File: src/rtl/proto_msg_stack.sv
// Purpose: tracks protobuf message nesting (per-level remaining bytes + dependency path) over a decoded field stream.
// Latency: all outputs registered, one cycle after the causing edge; each cascade pop costs one cycle.
// Backpressure: ready is high only in ACTIVE; byte/field inputs are ignored while popping or in error.
module proto_msg_stack #(
    parameter int                         NUM_MSG_HIERARCHY = 3,
    parameter int                         IDENTIFIER_SIZE   = 8,
    parameter int                         LEN_WIDTH         = 16,
    parameter logic [IDENTIFIER_SIZE-1:0] ROOT_ID           = 8'hAA
) (
    input  logic                                         clk,
    input  logic                                         rst_n,
    input  logic                                         start,
    input  logic [LEN_WIDTH-1:0]                         start_len,
    input  logic                                         byte_valid,
    input  logic                                         field_valid,
    input  logic [IDENTIFIER_SIZE-1:0]                   field_id,
    input  logic                                         field_is_msg,
    input  logic [LEN_WIDTH-1:0]                         field_len,
    output logic                                         ready,
    output logic [$clog2(NUM_MSG_HIERARCHY+1)-1:0]       depth,
    output logic [NUM_MSG_HIERARCHY*IDENTIFIER_SIZE-1:0] path,
    output logic [LEN_WIDTH-1:0]                         top_remaining,
    output logic                                         msg_done,
    output logic                                         err,
    output logic [1:0]                                   err_code
);

    localparam int DW = $clog2(NUM_MSG_HIERARCHY + 1);

    typedef enum logic [1:0] {
        S_IDLE   = 2'd0,
        S_ACTIVE = 2'd1,
        S_POP    = 2'd2,
        S_ERROR  = 2'd3
    } state_t;

    state_t                     r_state, w_state_nxt;
    logic [DW-1:0]              r_depth, w_depth_nxt;
    logic [IDENTIFIER_SIZE-1:0] r_path     [NUM_MSG_HIERARCHY];
    logic [IDENTIFIER_SIZE-1:0] w_path_nxt [NUM_MSG_HIERARCHY];
    logic [LEN_WIDTH-1:0]       r_rem      [NUM_MSG_HIERARCHY];
    logic [LEN_WIDTH-1:0]       w_rem_nxt  [NUM_MSG_HIERARCHY];
    logic [LEN_WIDTH-1:0]       w_rem_dec  [NUM_MSG_HIERARCHY];
    logic                       r_msg_done, w_msg_done_nxt;
    logic                       r_err, w_err_nxt;
    logic [1:0]                 r_err_code, w_err_code_nxt;
    logic [LEN_WIDTH-1:0]       w_top_rem;     // stored rem at level depth-1
    logic [LEN_WIDTH-1:0]       w_below_rem;   // stored rem at level depth-2 (new top after a pop)
    logic [LEN_WIDTH-1:0]       w_parent_rem;  // rem at level depth-1 after this cycle's byte
    logic                       w_push;

    assign w_push = field_valid && field_is_msg;

    // Byte decrement of every active level, plus views of the top two levels.
    always_comb begin
        w_top_rem    = '0;
        w_below_rem  = '0;
        w_parent_rem = '0;
        for (int k = 0; k < NUM_MSG_HIERARCHY; k++) begin
            w_rem_dec[k] = (byte_valid && (k < int'(r_depth))) ? r_rem[k] - LEN_WIDTH'(1) : r_rem[k];
            if (k + 1 == int'(r_depth)) begin
                w_top_rem    = r_rem[k];
                w_parent_rem = w_rem_dec[k];
            end
            if (k + 2 == int'(r_depth)) begin
                w_below_rem = r_rem[k];
            end
        end
    end

    // Next-state and datapath update; start from IDLE or ERROR reinitialises every level.
    always_comb begin
        w_state_nxt    = r_state;
        w_depth_nxt    = r_depth;
        w_path_nxt     = r_path;
        w_rem_nxt      = r_rem;
        w_msg_done_nxt = 1'b0;
        w_err_nxt      = r_err;
        w_err_code_nxt = r_err_code;
        case (r_state)
            S_IDLE, S_ERROR: begin
                if (start) begin
                    w_err_nxt      = 1'b0;
                    w_err_code_nxt = 2'b00;
                    for (int k = 0; k < NUM_MSG_HIERARCHY; k++) begin
                        w_path_nxt[k] = '0;
                        w_rem_nxt[k]  = '0;
                    end
                    if (start_len == '0) begin
                        // Empty message completes immediately without ever becoming active.
                        w_msg_done_nxt = 1'b1;
                        w_depth_nxt    = '0;
                        w_state_nxt    = S_IDLE;
                    end else begin
                        w_path_nxt[0] = ROOT_ID;
                        w_rem_nxt[0]  = start_len;
                        w_depth_nxt   = DW'(1);
                        w_state_nxt   = S_ACTIVE;
                    end
                end else if (r_state == S_IDLE && byte_valid) begin
                    w_err_nxt      = 1'b1;
                    w_err_code_nxt = 2'b11;
                    w_state_nxt    = S_ERROR;
                end
            end
            S_ACTIVE: begin
                if (w_push && int'(r_depth) == NUM_MSG_HIERARCHY) begin
                    w_err_nxt      = 1'b1;
                    w_err_code_nxt = 2'b01;
                    w_state_nxt    = S_ERROR;
                end else if (w_push && field_len > w_parent_rem) begin
                    w_err_nxt      = 1'b1;
                    w_err_code_nxt = 2'b10;
                    w_state_nxt    = S_ERROR;
                end else begin
                    w_rem_nxt = w_rem_dec;
                    if (w_push) begin
                        // Child counter loads unmodified: the concurrent byte belongs to the parents.
                        for (int k = 0; k < NUM_MSG_HIERARCHY; k++) begin
                            if (k == int'(r_depth)) begin
                                w_path_nxt[k] = field_id;
                                w_rem_nxt[k]  = field_len;
                            end
                        end
                        w_depth_nxt = r_depth + DW'(1);
                        if (field_len == '0) begin
                            w_state_nxt = S_POP;
                        end
                    end else if (w_parent_rem == '0) begin
                        w_state_nxt = S_POP;
                    end
                end
            end
            S_POP: begin
                for (int k = 0; k < NUM_MSG_HIERARCHY; k++) begin
                    if (k + 1 == int'(r_depth)) begin
                        w_path_nxt[k] = '0;
                        w_rem_nxt[k]  = '0;
                    end
                end
                w_depth_nxt = r_depth - DW'(1);
                if (r_depth == DW'(1)) begin
                    w_msg_done_nxt = 1'b1;
                    w_state_nxt    = S_IDLE;
                end else if (w_below_rem == '0) begin
                    w_state_nxt = S_POP;
                end else begin
                    w_state_nxt = S_ACTIVE;
                end
            end
            default: begin
                w_state_nxt = S_IDLE;
            end
        endcase
    end

    // State and datapath registers; reset aborts any message without a done pulse.
    always_ff @(posedge clk or negedge rst_n) begin
        if (!rst_n) begin
            r_state    <= S_IDLE;
            r_depth    <= '0;
            r_path     <= '{default: '0};
            r_rem      <= '{default: '0};
            r_msg_done <= 1'b0;
            r_err      <= 1'b0;
            r_err_code <= 2'b00;
        end else begin
            r_state    <= w_state_nxt;
            r_depth    <= w_depth_nxt;
            r_path     <= w_path_nxt;
            r_rem      <= w_rem_nxt;
            r_msg_done <= w_msg_done_nxt;
            r_err      <= w_err_nxt;
            r_err_code <= w_err_code_nxt;
        end
    end

    // Flatten the path into the dependency-table layout, root in the low bits.
    always_comb begin
        path = '0;
        for (int k = 0; k < NUM_MSG_HIERARCHY; k++) begin
            path[k*IDENTIFIER_SIZE +: IDENTIFIER_SIZE] = r_path[k];
        end
    end

    assign ready         = (r_state == S_ACTIVE);
    assign depth         = r_depth;
    assign top_remaining = w_top_rem;
    assign msg_done      = r_msg_done;
    assign err           = r_err;
    assign err_code      = r_err_code;

endmodule

File: config.mk
export PLATFORM = sky130hd
export DESIGN_NAME = proto_msg_stack
export DESIGN_NICKNAME = d
export VERILOG_FILES = /design/src/rtl/proto_msg_stack.sv
export SDC_FILE = /design/constraint.sdc
export NUM_CORES = 1
export LEC_CHECK = 0
export CORE_MARGIN = 2
export CORE_UTILIZATION = 51
export DETAILED_ROUTE_END_ITERATION = 7
export GPL_TIMING_DRIVEN = 1
export MAX_ROUTING_LAYER = met4
export PLACE_DENSITY = 0.82
export SYNTH_ARGS = -nofsm -noshare
export SYNTH_HDL_FRONTEND = slang
export SYNTH_SLANG_ARGS = --single-unit
File: constraint.sdc
create_clock -name clk -period 5.8 [get_ports clk]
set_input_delay 1.16 -clock clk [delete_from_list [all_inputs] [get_ports clk]]
set_output_delay 1.16 -clock clk [all_outputs]
set_load 0.01 [all_outputs]
==> qor.log, run 1 <==
INFO  route          wl_per_cell=20.3um
INFO  timing         min_period_over_period=94.1%
INFO  synth          syn-mean-instance-area=7.72um^2
INFO  timing         fin_worst_skew=10.0ps
INFO  route          final_antenna_net_count=0
INFO  clock_network  cts-hold-fix-buffers=0
INFO  setup_path     worstSetupEndpointType=register
INFO  synth          ys_async_sr_fraction=100%
INFO  route          detailroute.via_count=6985
INFO  route          detail_route.vias_per_cell=6.56
INFO  floorplanning  num_io_pins=93
INFO  floorplanning  initial_core_util=52.9%
INFO  synth          syn-cell-area=6400um^2
INFO  pwr            worst_ir_drop_vdd=0.384mV
INFO  route          first_pass_iters=6
INFO  flow_run       cap_violations=0
INFO  setup_path     crit_arrival=5750ps
INFO  synth          count_of_flip_flops_with_a_built_in_enable_after_synthesis=0
INFO  floorplanning  core_area=12100um^2
INFO  timing         whs=511ps
INFO  clock_network  cts_htree_levels=3
INFO  place          routabilityCongestion=1.01
INFO  clock_network  cts_max_path_buffers=2
INFO  final_layout   finish.net_count=966
INFO  route          first_iter_violations=1017
INFO  synth          yosys_most_used_dff=sky130_fd_sc_hd__dfrtp_1
INFO  timing         finalSetupViolations=0
INFO  timing         timing.final.max_slew_violations=0
INFO  route          route.detailed.drc=0
INFO  global_routing antenna_found_initial=0
INFO  pwr            power_leakage=3.19nW
INFO  place          dp_hpwl=15800um
INFO  clock_network  cts_post_setup_buffers_inserted=0
INFO  synth          synthCells=829
INFO  setup_path     crit_path_max_fanout=17
INFO  floorplanning  fp.dieW=116um
INFO  place          io_buffer_count=92
INFO  floorplanning  rows=40
INFO  pwr            power.density=456nW/um^2
INFO  clock_network  cts-buffers-inserted=9
INFO  synth          synth_cell_types=68
INFO  setup_path     cp_data_required_time=6090ps
INFO  clock_network  cts.reportedPaths.clkPinSlew=60ps
INFO  global_routing grt_overflow_total=0
INFO  timing         timing.max_slew.rel_slack=27.9%
INFO  final_layout   insertedDiodeCount=0
INFO  synth          synth_sequential_area_ratio=31.3%
INFO  global_routing grt_max_degree=81
INFO  final_layout   final_layout_size_suffix_gt1_share=6.35%
INFO  clock_network  cts_root_buffer=sky130_fd_sc_hd__clkbuf_16
INFO  synth          synth-seq-cells=80
INFO  setup_path     crit_type=input port to register
INFO  setup_path     start_kind=input port
INFO  clock_network  clock_sinks=80
INFO  global_routing grtUsageTotal=34.0%
INFO  final_layout   area_growth=21.0%
INFO  timing         layout_min_cycle_time=5460ps
INFO  clock_network  cts_repair_resize_count=0
INFO  timing         finalHoldViolCount=0
INFO  synth          syn_nets=902
INFO  timing         tns=0ps
INFO  global_routing via_count_of_the_first_global_routing_pass=6417
INFO  timing         grt_setup_unrepaired=no
INFO  timing         worst_slew_pin_slew=1080ps
INFO  floorplanning  die_area=13500um^2
INFO  clock_network  clkLatencyLatePin=360ps
INFO  clock_network  clock_tree_from_tritoncts=built
INFO  hold_path      hold_class=register to register
INFO  synth          ys.warnings.count=0
INFO  global_routing grt_first_pass_wirelength=34000um
INFO  final_layout   mostFrequentLayoutCell=sky130_fd_sc_hd__o21ai_0
INFO  floorplanning  die-height=116um
INFO  outcome        status=finished, final reports clean
INFO  final_layout   finalCoreUtilization=63.9%
INFO  route          drt-total-wl=21600um
INFO  final_layout   final_cell_mix=sky130_fd_sc_hd__o21ai_0, sky130_fd_sc_hd__clkdlybuf4s50_1, sky130_fd_sc_hd__nand2_1, sky130_fd_sc_hd__dfrtp_1, sky130_fd_sc_hd__a21oi_1
INFO  timing         fmaxAchievable=183MHz
[synth_stat cells, types with 4 or more instances]
master | count | share of area [%]
sky130_fd_sc_hd__nand2_1 | 88 | 5.2
sky130_fd_sc_hd__or4_1 | 7 | 0.82
sky130_fd_sc_hd__and2_1 | 5 | 0.49
sky130_fd_sc_hd__xnor2_1 | 16 | 2.2
sky130_fd_sc_hd__nand4_1 | 16 | 1.6
sky130_fd_sc_hd__nand3_1 | 31 | 2.4
sky130_fd_sc_hd__o2bb2ai_1 | 16 | 2.2
sky130_fd_sc_hd__mux2i_1 | 6 | 0.94
sky130_fd_sc_hd__ha_1 | 27 | 5.3
sky130_fd_sc_hd__nor2_1 | 70 | 4.1
sky130_fd_sc_hd__a22oi_1 | 18 | 2.1
sky130_fd_sc_hd__buf_2 | 5 | 0.39
sky130_fd_sc_hd__xor2_1 | 19 | 2.6
sky130_fd_sc_hd__a211oi_1 | 12 | 1.4
sky130_fd_sc_hd__clkbuf_1 | 55 | 3.2
sky130_fd_sc_hd__o31ai_1 | 4 | 0.47
sky130_fd_sc_hd__inv_1 | 15 | 0.88
sky130_fd_sc_hd__a21boi_0 | 4 | 0.47
sky130_fd_sc_hd__o21ai_0 | 105 | 8.2
sky130_fd_sc_hd__and3_1 | 15 | 1.5
sky130_fd_sc_hd__o41ai_1 | 4 | 0.55
sky130_fd_sc_hd__a21o_1 | 4 | 0.47
sky130_fd_sc_hd__nand2b_1 | 6 | 0.59
sky130_fd_sc_hd__a2bb2oi_1 | 7 | 0.96
sky130_fd_sc_hd__a22o_1 | 5 | 0.68
sky130_fd_sc_hd__nor2b_1 | 6 | 0.59
sky130_fd_sc_hd__nor4_1 | 19 | 1.9
sky130_fd_sc_hd__a21oi_1 | 72 | 5.6
sky130_fd_sc_hd__or3_1 | 12 | 1.2
sky130_fd_sc_hd__dfrtp_1 | 80 | 31
sky130_fd_sc_hd__nor3_1 | 23 | 1.8
[power by group]
group	total [mW]	internal [mW]	switching [mW]
Clock	0.550	0.310	0.241
Combinational	2.12	0.835	1.29
Sequential	0.857	0.692	0.165
Total	3.53	1.84	1.69
[per-stage QoR]
step | power [mW] | area, um^2 | worst slack, ps | instances
global placement | 2.90 | 7470 | 189 | 1050
global route | 3.76 | 7740 | 78.0 | 1065
detailed placement | 2.92 | 7470 | 43.4 | 1050
finish | 3.53 | 7740 | 343 | 1065
CTS | 3.48 | 7740 | 415 | 1065
floorplan | 2.20 | 6400 | 928 | 829
[worst max-delay path, stage by stage]
cell	delay, ps
sky130_fd_sc_hd__clkdlybuf4s50_1	580
sky130_fd_sc_hd__nand3b_4	150
sky130_fd_sc_hd__or4_1	590
sky130_fd_sc_hd__buf_4	200
sky130_fd_sc_hd__or3_1	320
sky130_fd_sc_hd__a21oi_1	180
sky130_fd_sc_hd__a211oi_2	60
sky130_fd_sc_hd__ha_1	330
sky130_fd_sc_hd__and4_1	260
sky130_fd_sc_hd__o2111ai_1	140
sky130_fd_sc_hd__a31o_2	230
sky130_fd_sc_hd__a21oi_1	240
sky130_fd_sc_hd__nand2_1	140
sky130_fd_sc_hd__o21ai_0	140
sky130_fd_sc_hd__buf_4	180
sky130_fd_sc_hd__a21o_1	430
sky130_fd_sc_hd__buf_4	260
sky130_fd_sc_hd__nand2_1	70
sky130_fd_sc_hd__nand3_1	70
[worst paths after layout]
kind / from / slack [ps] / depth (start not counted) / end
max in group asynchronous: rst_n / 4160 / 1 / path[22]
min in group asynchronous: rst_n / 990 / 1 / r_rem[44]
max reg2reg: depth[1] / 800 / 20 / path[22]
min reg2reg: err_code[1] / 510 / 1 / err_code[1]
max: byte_valid / 340 / 19 / path[22]
min: err_code[1] / 510 / 1 / err_code[1]
[state kept, by name, summed over array words and instances (netlist names)]
register	cells
depth	2
err_code	2
r_state	2
path	24
msg_done	1
r_rem	48
err	1
[area by class of cell]
class | instances | area, um^2
multi-input combinational | 670 | 4090
tap | 168 | 210
sequential | 80 | 2000
clock buffer | 12 | 256
timing repair buffer | 115 | 1100
clock inverter | 3 | 17.5
fill | 1096 | 4370
inverter | 17 | 63.8
[kinds of logic (layout without fill, tap and decap cells)]
| logic type | after synthesis | after routing | share of synthesized area (%) |
|---|---|---|---|
| adders and majority gates | 27 | 27 | 5.28 |
| and+or+nand+nor | 319 | 319 | 25.2 |
| buffers and inverters | 79 | 147 | 4.87 |
| muxes | 10 | 10 | 1.64 |
| xor gates and xnor gates | 35 | 35 | 4.79 |
| AOI/OAI and AO/OA | 279 | 279 | 27.0 |
| DFF | 80 | 80 | 31.3 |
[per-layer routing]
| layer | share of wire (%) | wire [um] | global-route usage [%] |
|---|---|---|---|
| met2 | 46 | 9930 | 51.5 |
| met5 | 0 | 0 | - |
| met1 | 40 | 8750 | 43.4 |
| met3 | 8.6 | 1870 | 6.96 |
| met4 | 5.0 | 1080 | 16.7 |
(Power assumes the default switching activity.)
==> inputs of run 2 (changes only) <==
- clock period: 5.8 -> 6.25 ns (I/O delays scaled with it)
==> run 2 against run 1 <==
Design area down 0.92%. Cell count fell by 0.56%. Clock-buffer cell count is 1 higher. Global-route usage up 0.73 points. Worst hold slack got worse by 27 ps. Combinational power fell by 8%. Register-to-register slack gained 70 ps. Wire length grew 2.2%. Die area is the same. Total power decreased by 8.0%. Worst setup slack improved by 71 ps. Critical path depth decreased by 2.
==> qor.log, run 2 (same netlist as run 1, synthesis figures left out) <==
INFO  outcome        status=finished, final reports clean [unchanged]
INFO  route          detail_route.vias_per_cell=6.56 [about the same]
INFO  setup_path     end_point_of_the_critical_path=r_rem[33] [was path[22]]
INFO  setup_path     reg2regPathDepth=18 [was 20]
INFO  setup_path     crit_arrival=6110ps [was 5750 ps]
INFO  setup_path     critical-path-slowest-cell=sky130_fd_sc_hd__clkdlybuf4s50_1 [was sky130_fd_sc_hd__or4_1]
INFO  pwr            worst_ir_drop_vdd=0.429mV [was 0.384 mV]
INFO  route          detailroute.via_count=6949 [was 6985]
INFO  timing         whs=484ps [was 511 ps]
INFO  setup_path     regToRegStartpoint=depth[1] [unchanged]
INFO  route          wl_per_cell=20.9um [was 20.3 um]
INFO  floorplanning  initial_core_util=52.9% [unchanged]
INFO  route          drt-total-wl=22100um [was 21600 um]
INFO  timing         timing.final.max_slew_violations=0 [unchanged]
INFO  place          placement.cell_area=7410um^2 [was 7470 um^2]
INFO  timing         setup_slack=413ps [was 343 ps]
INFO  timing         fin_worst_skew=6.73ps [was 10.0 ps]
INFO  floorplanning  fp.dieW=116um [unchanged]
INFO  clock_network  clock_sinks=80 [unchanged]
INFO  timing         finalHoldViolCount=0 [unchanged]
INFO  route          first_iter_violations=981 [was 1017]
INFO  timing         finalSetupViolations=0 [unchanged]
INFO  setup_path     start_kind=input port [unchanged]
INFO  floorplanning  die-height=116um [unchanged]
INFO  clock_network  clock_tree_from_tritoncts=built [unchanged]
INFO  clock_network  cts_htree_levels=3 [unchanged]
INFO  timing         fmaxAchievable=171MHz
INFO  final_layout   stdcell_area=7670um^2 [was 7740 um^2]
INFO  global_routing grt_max_degree=81 [unchanged]
INFO  route          final_antenna_net_count=0 [unchanged]
INFO  final_layout   largest_register=r_rem [unchanged]
INFO  global_routing grtUsageTotal=34.7% [was 34.0%]
INFO  floorplanning  core_area=12100um^2 [unchanged]
INFO  final_layout   final_cell_mix=sky130_fd_sc_hd__o21ai_0, sky130_fd_sc_hd__clkdlybuf4s50_1, sky130_fd_sc_hd__nand2_1, sky130_fd_sc_hd__dfrtp_1, sky130_fd_sc_hd__a21oi_1 [unchanged]
INFO  timing         grt_setup_unrepaired=no [unchanged]
INFO  final_layout   largest_reg_flops=48 [unchanged]
INFO  clock_network  cts_post_setup_buffers_inserted=0 [unchanged]
INFO  final_layout   area_growth=19.9% [was 21.0%]
INFO  hold_path      hold_class=register to register [unchanged]
INFO  place          io_buffer_count=92 [unchanged]
INFO  place          dp_hpwl=15900um [was 15800 um]
INFO  setup_path     crit_type=input port to register [unchanged]
INFO  timing         timing.max_slew.rel_slack=28.1% [was 27.9%]
INFO  place          dpl_worst_slack=141ps [was 43.4 ps]
INFO  clock_network  cts_max_path_buffers=2 [unchanged]
INFO  clock_network  cts.reportedPaths.clkPinSlew=60ps [about the same]
INFO  floorplanning  die_area=13500um^2 [unchanged]
INFO  clock_network  clkLatencyLatePin=360ps [about the same]
INFO  timing         layout_min_cycle_time=5840ps
INFO  global_routing grt_first_pass_wirelength=34800um [was 34000 um]
INFO  setup_path     critPathLaunch=byte_valid [unchanged]
INFO  setup_path     cpPeakStageDelay=600ps [was 590 ps]
INFO  floorplanning  num_io_pins=93 [unchanged]
INFO  setup_path     worstSetupEndpointType=register [unchanged]
INFO  setup_path     cp_top_family=simple AND/OR/NAND/NOR gates [unchanged]
INFO  timing         tns=0ps [unchanged]
INFO  final_layout   mostFrequentLayoutCell=sky130_fd_sc_hd__o21ai_0 [unchanged]
INFO  setup_path     critical-path-top-cell-by-count=sky130_fd_sc_hd__a21oi_1 [was sky130_fd_sc_hd__buf_4]
INFO  route          first_pass_iters=7 [was 6]
INFO  setup_path     worst_path_cell_chain=clkdlybuf4s50_1 > and3b_1 > nand4_1 > or4_1 > a21oi_1 > a211oi_2 > ha_1 > and4_1 > o2111ai_1 > a31o_2 > a21oi_1 > nand2_1 > o21ai_0 > nand2b_1 > buf_4 > a211oi_1 > a21oi_1 [was clkdlybuf4s50_1 > nand3b_4 > or4_1 > buf_4 > or3_1 > a21oi_1 > a211oi_2 > ha_1 > and4_1 > o2111ai_1 > a31o_2 > a21oi_1 > nand2_1 > o21ai_0 > buf_4 > a21o_1 > buf_4 > nand2_1 > nand3_1]
INFO  setup_path     cp_data_required_time=6530ps [was 6090 ps]
INFO  final_layout   insertedDiodeCount=0 [unchanged]
INFO  clock_network  cts-buffers-inserted=9 [unchanged]
INFO  route          route.detailed.drc=0 [unchanged]
INFO  final_layout   final_layout_size_suffix_gt1_share=5.50% [was 6.35%]
INFO  clock_network  cts-hold-fix-buffers=0 [unchanged]
INFO  setup_path     reg2reg_setup_slack=870ps [was 800 ps]
INFO  final_layout   finish.net_count=959 [was 966]
INFO  setup_path     critical_path_cell_count=17 [was 19]
INFO  place          routabilityCongestion=0.978 [was 1.01]
INFO  global_routing antenna_found_initial=0 [unchanged]
INFO  flow_run       cap_violations=0 [unchanged]
INFO  timing         worst_slew_pin_slew=1080ps [about the same]
INFO  floorplanning  rows=40 [unchanged]
INFO  setup_path     crit_path_max_fanout=29 [was 17]
INFO  hold_path      timing.hold.worst_path_depth=1 [unchanged]
INFO  pwr            power.density=423nW/um^2 [was 456 nW/um^2]
INFO  pwr            power_leakage=3.15nW [was 3.19 nW]
INFO  setup_path     worst_r2r_endpoint=r_rem[25] [was path[22]]
INFO  final_layout   num-fill-cells=1096 [unchanged]
INFO  pwr            p_total=3.25mW [was 3.53 mW]
INFO  clock_network  cts_repair_resize_count=0 [unchanged]
INFO  clock_network  cts_root_buffer=sky130_fd_sc_hd__clkbuf_16 [unchanged]
INFO  timing         min_period_over_period=93.4%
INFO  global_routing grt_overflow_total=0 [unchanged]
INFO  global_routing via_count_of_the_first_global_routing_pass=6619 [was 6417]
INFO  setup_path     worst_path_buffer_plus_inverter_count=2 [was 4]
-- run 2: cell types whose count changed in the layout (fill, tap and decap cells not counted), sizes merged --
cell	previous run	this run
buf	24	17
clkbuf	12	13
-- run 2: final cells by class --
cell class              count  area (um^2)  area share [%]
flip-flops and latches     80         2000            26.1
inverters                  17         63.8           0.832
repair buffers            108         1040            13.5
well taps                 168          210            2.74
multi-input cells         670         4090            53.3
clock buffers              13          250            3.26
clock inverters             3         17.5           0.228
-- run 2: worst reg2reg max path: cells and delay by family (launching register included) --
kind / cells / cell delay, ps
simple gates: 6 / 2140
compound gates: 8 / 1800
flops: 1 / 520
fa+ha+maj: 2 / 510
buf+inv: 2 / 330
-- run 2: metrics by stage --
stage               cells  utilization (%)
floorplan             829                -
global placement     1043             61.1
detailed placement   1043             61.1
CTS                  1059             63.4
global route         1059             63.4
finish               1059             63.4
-- run 2: worst min-delay path by stage --
stage / start / end / slack [ps]
after floorplan: r_state[1] / r_state[1] / 480
after global placement: err_code[1] / err_code[1] / 480
after detailed placement: err_code[1] / err_code[1] / 470
after CTS: err_code[1] / err_code[1] / 490
after global routing: err_code[1] / err_code[1] / 510
final: err_code[1] / err_code[1] / 480
-- run 2: power breakdown --
part | total [mW] | switching [mW] | internal (mW)
clock | 0.499 | 0.220 | 0.279
combinational | 1.95 | 1.20 | 0.750
sequential | 0.796 | 0.154 | 0.642
total | 3.25 | 1.58 | 1.67
-- run 2: metal layers --
| layer | routed length [um] | GRT usage [%] | vias to the layer above |
|---|---|---|---|
| li1 | - | - | 3173 |
| met1 | 8950 | 43.4 | 3268 |
| met2 | 10100 | 53.9 | 405 |
| met3 | 1760 | 5.49 | 103 |
| met4 | 1270 | 19.3 | 0 |
| met5 | 0 | - | - |
